File: src/rtl/l1b_pkg.sv
// Shared types and defaults for the 65816 bus cycle sequencer.
// Holds the sequencer state encoding and the registered output bundle.
package l1b_pkg;

    localparam int FAST_DIV_DEF    = 2;
    localparam int SYNC_STAGES_DEF = 2;

    typedef enum logic [2:0] {
        F_LO,
        F_HI,
        S_WAIT,
        S_PH1,
        S_PH2,
        S_END
    } seq_state_t;

    typedef struct packed {
        logic cpu_phi2;
        logic ram_ceb;
        logic ram_oeb;
        logic ram_web;
        logic bbc_cyc;
        logic bbc_dout_en;
        logic rd_latch;
        logic dsel_latch;
    } bus_out_t;

    localparam bus_out_t OUT_RST = '{
        cpu_phi2:    1'b0,
        ram_ceb:     1'b1,
        ram_oeb:     1'b1,
        ram_web:     1'b1,
        bbc_cyc:     1'b0,
        bbc_dout_en: 1'b0,
        rd_latch:    1'b0,
        dsel_latch:  1'b0
    };

    function automatic logic is_fast(input seq_state_t s);
        return (s == F_LO) || (s == F_HI);
    endfunction

    function automatic logic phi2_high(input seq_state_t s);
        return (s == F_HI) || (s == S_PH2) || (s == S_END);
    endfunction

endpackage

File: src/rtl/phi0_edge_sync.sv
// Brings host phi0 into the hsclk domain and marks its edges
// with single-cycle registered rise/fall pulses.
module phi0_edge_sync
    import l1b_pkg::*;
#(
    parameter int SYNC_STAGES = SYNC_STAGES_DEF
) (
    input  logic hsclk,
    input  logic rst,
    input  logic bbc_phi0,
    output logic phi0_r,
    output logic phi0_f
);

    logic [SYNC_STAGES-1:0] sync_q;
    logic                   phi0_d;
    logic                   phi0_s;

    assign phi0_s = sync_q[SYNC_STAGES-1];

    always_ff @(posedge hsclk) begin
        if (rst) begin
            sync_q <= '0;
            phi0_d <= 1'b0;
            phi0_r <= 1'b0;
            phi0_f <= 1'b0;
        end else begin
            sync_q <= {sync_q[SYNC_STAGES-2:0], bbc_phi0};
            phi0_d <= phi0_s;
            phi0_r <= phi0_s & ~phi0_d;
            phi0_f <= ~phi0_s & phi0_d;
        end
    end

endmodule

File: src/rtl/bus_cycle_seq.sv
// Generates cpu_phi2 and steers each 65816 cycle either to fast local
// SRAM or to a host bus cycle stretched to align with host phi0.
module bus_cycle_seq
    import l1b_pkg::*;
#(
    parameter int FAST_DIV    = FAST_DIV_DEF,
    parameter int SYNC_STAGES = SYNC_STAGES_DEF
) (
    input  logic hsclk,
    input  logic rst,
    input  logic bbc_phi0,
    input  logic bbc_rdy,
    input  logic cpu_vda,
    input  logic cpu_vpa,
    input  logic cpu_rnw,
    input  logic sel_bbc,
    input  logic sel_ram,
    output logic cpu_phi2,
    output logic ram_ceb,
    output logic ram_oeb,
    output logic ram_web,
    output logic bbc_cyc,
    output logic bbc_dout_en,
    output logic rd_latch,
    output logic dsel_latch
);

    localparam int CNT_W = (FAST_DIV > 2) ? $clog2(FAST_DIV) : 1;
    localparam logic [CNT_W-1:0] CNT_LAST = CNT_W'(FAST_DIV - 1);

    seq_state_t       state;
    seq_state_t       state_n;
    logic [CNT_W-1:0] cnt;
    logic [CNT_W-1:0] cnt_n;
    bus_out_t         out_q;
    bus_out_t         out_n;

    logic phi0_r;
    logic phi0_f;
    logic cyc_valid;
    logic bbc_hit;
    logic ram_hit;
    logic last_cnt;

    phi0_edge_sync #(
        .SYNC_STAGES(SYNC_STAGES)
    ) u_phi0_sync (
        .hsclk    (hsclk),
        .rst      (rst),
        .bbc_phi0 (bbc_phi0),
        .phi0_r   (phi0_r),
        .phi0_f   (phi0_f)
    );

    // sel_bbc overrides sel_ram when the decoder flags both
    assign cyc_valid = cpu_vda | cpu_vpa;
    assign bbc_hit   = cyc_valid & sel_bbc;
    assign ram_hit   = cyc_valid & sel_ram & ~sel_bbc;
    assign last_cnt  = (cnt == CNT_LAST);

    always_comb begin
        state_n = state;
        cnt_n   = '0;
        case (state)
            F_LO: begin
                if (last_cnt) begin
                    state_n = bbc_hit ? S_WAIT : F_HI;
                end else begin
                    cnt_n = cnt + 1'b1;
                end
            end
            F_HI: begin
                if (last_cnt) begin
                    state_n = F_LO;
                end else begin
                    cnt_n = cnt + 1'b1;
                end
            end
            // a rise here is ignored so the access spans a whole host cycle
            S_WAIT: begin
                if (phi0_f) begin
                    state_n = S_PH1;
                end
            end
            S_PH1: begin
                if (phi0_r) begin
                    state_n = S_PH2;
                end
            end
            S_PH2: begin
                if (phi0_f) begin
                    state_n = bbc_rdy ? S_END : S_PH1;
                end
            end
            S_END: begin
                state_n = F_LO;
            end
            default: begin
                state_n = F_LO;
            end
        endcase
    end

    // outputs follow the state being entered so they register cleanly
    always_comb begin
        out_n             = OUT_RST;
        out_n.cpu_phi2    = phi2_high(state_n);
        out_n.ram_ceb     = ~(is_fast(state_n) & ram_hit);
        out_n.ram_oeb     = ~((state_n == F_HI) & ram_hit & cpu_rnw);
        out_n.ram_web     = ~((state_n == F_HI) & (cnt_n != CNT_LAST)
                              & ram_hit & ~cpu_rnw);
        out_n.bbc_cyc     = (state_n == S_PH1) || (state_n == S_PH2);
        out_n.bbc_dout_en = (state_n == S_PH2) & ~cpu_rnw;
        out_n.rd_latch    = (state == S_PH2) & phi0_f & bbc_rdy & cpu_rnw;
        out_n.dsel_latch  = (state_n == S_END) & cpu_rnw;
    end

    always_ff @(posedge hsclk) begin
        if (rst) begin
            state <= F_LO;
            cnt   <= '0;
            out_q <= OUT_RST;
        end else begin
            state <= state_n;
            cnt   <= cnt_n;
            out_q <= out_n;
        end
    end

    assign cpu_phi2    = out_q.cpu_phi2;
    assign ram_ceb     = out_q.ram_ceb;
    assign ram_oeb     = out_q.ram_oeb;
    assign ram_web     = out_q.ram_web;
    assign bbc_cyc     = out_q.bbc_cyc;
    assign bbc_dout_en = out_q.bbc_dout_en;
    assign rd_latch    = out_q.rd_latch;
    assign dsel_latch  = out_q.dsel_latch;

endmodule

File: config.mk
export PLATFORM = sky130hd
export DESIGN_NAME = bus_cycle_seq
export DESIGN_NICKNAME = d
export VERILOG_FILES = /design/src/rtl/l1b_pkg.sv /design/src/rtl/phi0_edge_sync.sv /design/src/rtl/bus_cycle_seq.sv
export SDC_FILE = /design/constraint.sdc
export NUM_CORES = 1
export LEC_CHECK = 0
export ABC_AREA = 1
export ABC_CLOCK_PERIOD_IN_PS = 3200
export CORE_MARGIN = 2
export CORE_UTILIZATION = 30
export CTS_BUF_LIST = sky130_fd_sc_hd__clkbuf_4 sky130_fd_sc_hd__clkbuf_8 sky130_fd_sc_hd__clkbuf_16
export CTS_CLUSTER_SIZE = 14
export DETAILED_ROUTE_END_ITERATION = 6
export SYNTH_ARGS = -nofsm -noshare
export SYNTH_HDL_FRONTEND = slang
export SYNTH_SLANG_ARGS = --single-unit
File: constraint.sdc
create_clock -name hsclk -period 3.2 [get_ports hsclk]
set_input_delay 0.8 -clock hsclk [delete_from_list [all_inputs] [get_ports hsclk]]
set_output_delay 0.8 -clock hsclk [all_outputs]
set_load 0.05 [all_outputs]
==> run metrics <==
result of the run completed; weighted congestion reported at the end of routability-driven placement 0.7774; area delta synth->final 28.09%; Seq pwr share 55.6%; Clk pwr share 26.9%; worst path arrival time 1400 ps; detailed-route wire length per cell 9.671 µm; Bufs on Longest Clock Path 2; First DRT Iteration DRCs 3; share of post-route cells with drive strength above 1 18.26%; post-layout instance area 947.2 µm²; sort of element at the end of the critical path output port; gr usage total 11.74%; number of setup buffers added after CTS 0; net count after synthesis 106; measured slew at the worst slew-check pin 514.1 ps; library cell contributing the largest single delay on the critical path sky130_fd_sc_hd__clkdlybuf4s50_1; flip-flop and latch count after synthesis 17; minimum clock period after layout 2200 ps; clock latency of the later-clocked register in the worst-skew pair 280 ps; static leakage 0.4066 nW; instance area at placement 919.6 µm²; largest net degree at the start of global routing 13; count of nets after finishing 125; worst-path cell chain clkdlybuf4s50_1; number of warnings issued by yosys 0; DR vias 628; standard-cell row count 17; Final Total Pwr 0.4112 mW; initial cell density of the core 32.49%; TritonCTS clock tree done; largest register by flop count state; Slew Viols, Final 0; flip-flop count of the largest register after layout 3; mapped cell area 739.5 µm²; Inst Count DP 139; type of the most critical hold path flip-flop to flip-flop; DR pass1 iterations 3; delay of the slowest critical-path stage 790 ps; remaining antenna violation count after routing 0; Core Area 2276 µm²; highest achievable clock rate 0.4545 GHz; Final HPWL DP 1.085 mm; Maximum Capacitance Violations 0; detailed-route wire length 1.383 mm; root buffer selected by CTS sky130_fd_sc_hd__clkbuf_4; PostCTS Resize Cnt 0; Net Switching 0.1149 mW; chip height 53.65 µm; global-route wire length before repair 2.408 mm; number of levels the H-tree was split into 1; internal power consumption 0.2963 mW; CP max FO 1; top flop regs state x3, u_phi0_sync.sync_q x2; number of buffers inserted for hold repair after clock tree synthesis 0; number of antenna violations at the first check in global routing 0; number of I/O pins 17; CTS sink cnt 17; number of distinct library cells after synthesis 21; DIE WIDTH 53.65 µm; element type at the critical path start flip-flop; part of the cycle the worst path needs 68.75%; drc violations 0; Finished Layout Cells 143; Buffers & Inverters on Critical Path 1; post-route worst setup slack 1000 ps; final setup violating endpoints 0; filler instances 237; sequential fraction of the synthesis area 46.02%; maximum resistive drop on vdd 277.9 µV; PD cells 434.1 nW/µm²; remaining global-route overflow 0; CTS clock-pin slew for the worst setup and hold paths 100 ps; syn_area_per_cell 7.623 µm²; die area 2878 µm²; type of the setup path with the least slack flip-flop to output port; Vias/cell 4.392; post-route clock skew 7.546 ps; final sum of negative setup slack 0 ps; number of buffers inserted during clock tree synthesis 3; Final Hold Vio Count 0; sw frac 27.94%; count of mapped cells out of synthesis 97; Port Buf Inserts 16; unrepaired setup endpoints after global routing false; data required time at the worst endpoint 2400 ps; relative slew slack 65.62%; critical path's top delay family buffers and inverters; Placement Setup Slack 983.6 ps; part of the power in combinational logic 17.6%; number of diodes 0; vias in the first global route 578
[layer usage]
metal | track usage, % | wire length (µm) | vias to the layer above
met4 | 3.846 | 12 | 0
met1 | 12.50 | 638 | 280
met3 | 5.000 | 59 | 2
met2 | 20.78 | 674 | 11
met5 | 0 | 0 | -
li1 | - | - | 335
[cells in the mapped netlist (all sizes together)]
cell type	instances	area, µm²
nand2	23	98.84
nor2	22	100.1
dfxtp	17	340.3
inv	14	55.06
nand3	7	50.05
a21oi	4	27.53
nand4	3	18.77
nor3	2	15.01
buf	1	11.26
clkbuf	1	3.750
nand3b	1	7.510
nor4	1	6.260
o21ai	1	5.000
[path summary, 6_finish.rpt]
| path | start | endpoint | slack (ps) | cells past startpoint |
|---|---|---|---|---|
| worst max-delay path | cpu_phi2 | cpu_phi2 | 1000 | 1 |
| worst min-delay path | u_phi0_sync.sync_q[0] | u_phi0_sync.sync_q[1] | 410 | 2 |
| worst max register to register | state[1] | cpu_phi2 | 1920 | 7 |
| worst min register to register | u_phi0_sync.sync_q[0] | u_phi0_sync.sync_q[1] | 410 | 2 |
[metrics by stage]
step | hold slack [ps] | util (%)
floorplan | 388.3 | -
detailed placement | 405.0 | 40.41
CTS | 418.6 | 41.62
finish | 411.7 | 41.62
global placement | 398.8 | 40.41
global route | 442.3 | 41.62
[power by group through the flow]
stage | combinational, mW | sequential, mW | clock (mW)
3_5_place_dp | 0.0727 | 0.233 | 0
4_1_cts | 0.0734 | 0.229 | 0.118
2_1_floorplan | 0.0450 | 0.239 | 0
6_report | 0.0722 | 0.229 | 0.110
3_3_place_gp | 0.0729 | 0.233 | 0
5_1_grt | 0.0797 | 0.230 | 0.128
[cells by family (layout without fill, tap and decap cells)]
kind of cell	after synthesis	count (layout)	share of synthesized area (%)
flops	17	17	46.02
buf+inv	16	34	9.476
simple gates	59	59	40.10
compound gates	5	5	4.399
[layout make-up]
class	count	area, µm²	share of cell area [%]
flip-flops and latches	17	340.3	35.93
multi-input cells	64	329.1	34.74
repair buffers	16	160.2	16.91
inverters	14	55.05	5.812
well taps	28	35.03	3.699
clock buffers	3	22.52	2.378
clock inverters	1	5.005	0.5284
[cell usage in the layout, fill, tap and decap left out, drive strengths merged]
master          n
inv            14
o21ai           1
clkdlybuf4s50  16
nand2          23
nor4            1
nand4           3
clkbuf          3
nor2           22
clkinv          1
nand3b          1
nor3            2
dfxtp          17
a21oi           4
nand3           7
(Power assumes the default switching activity.)
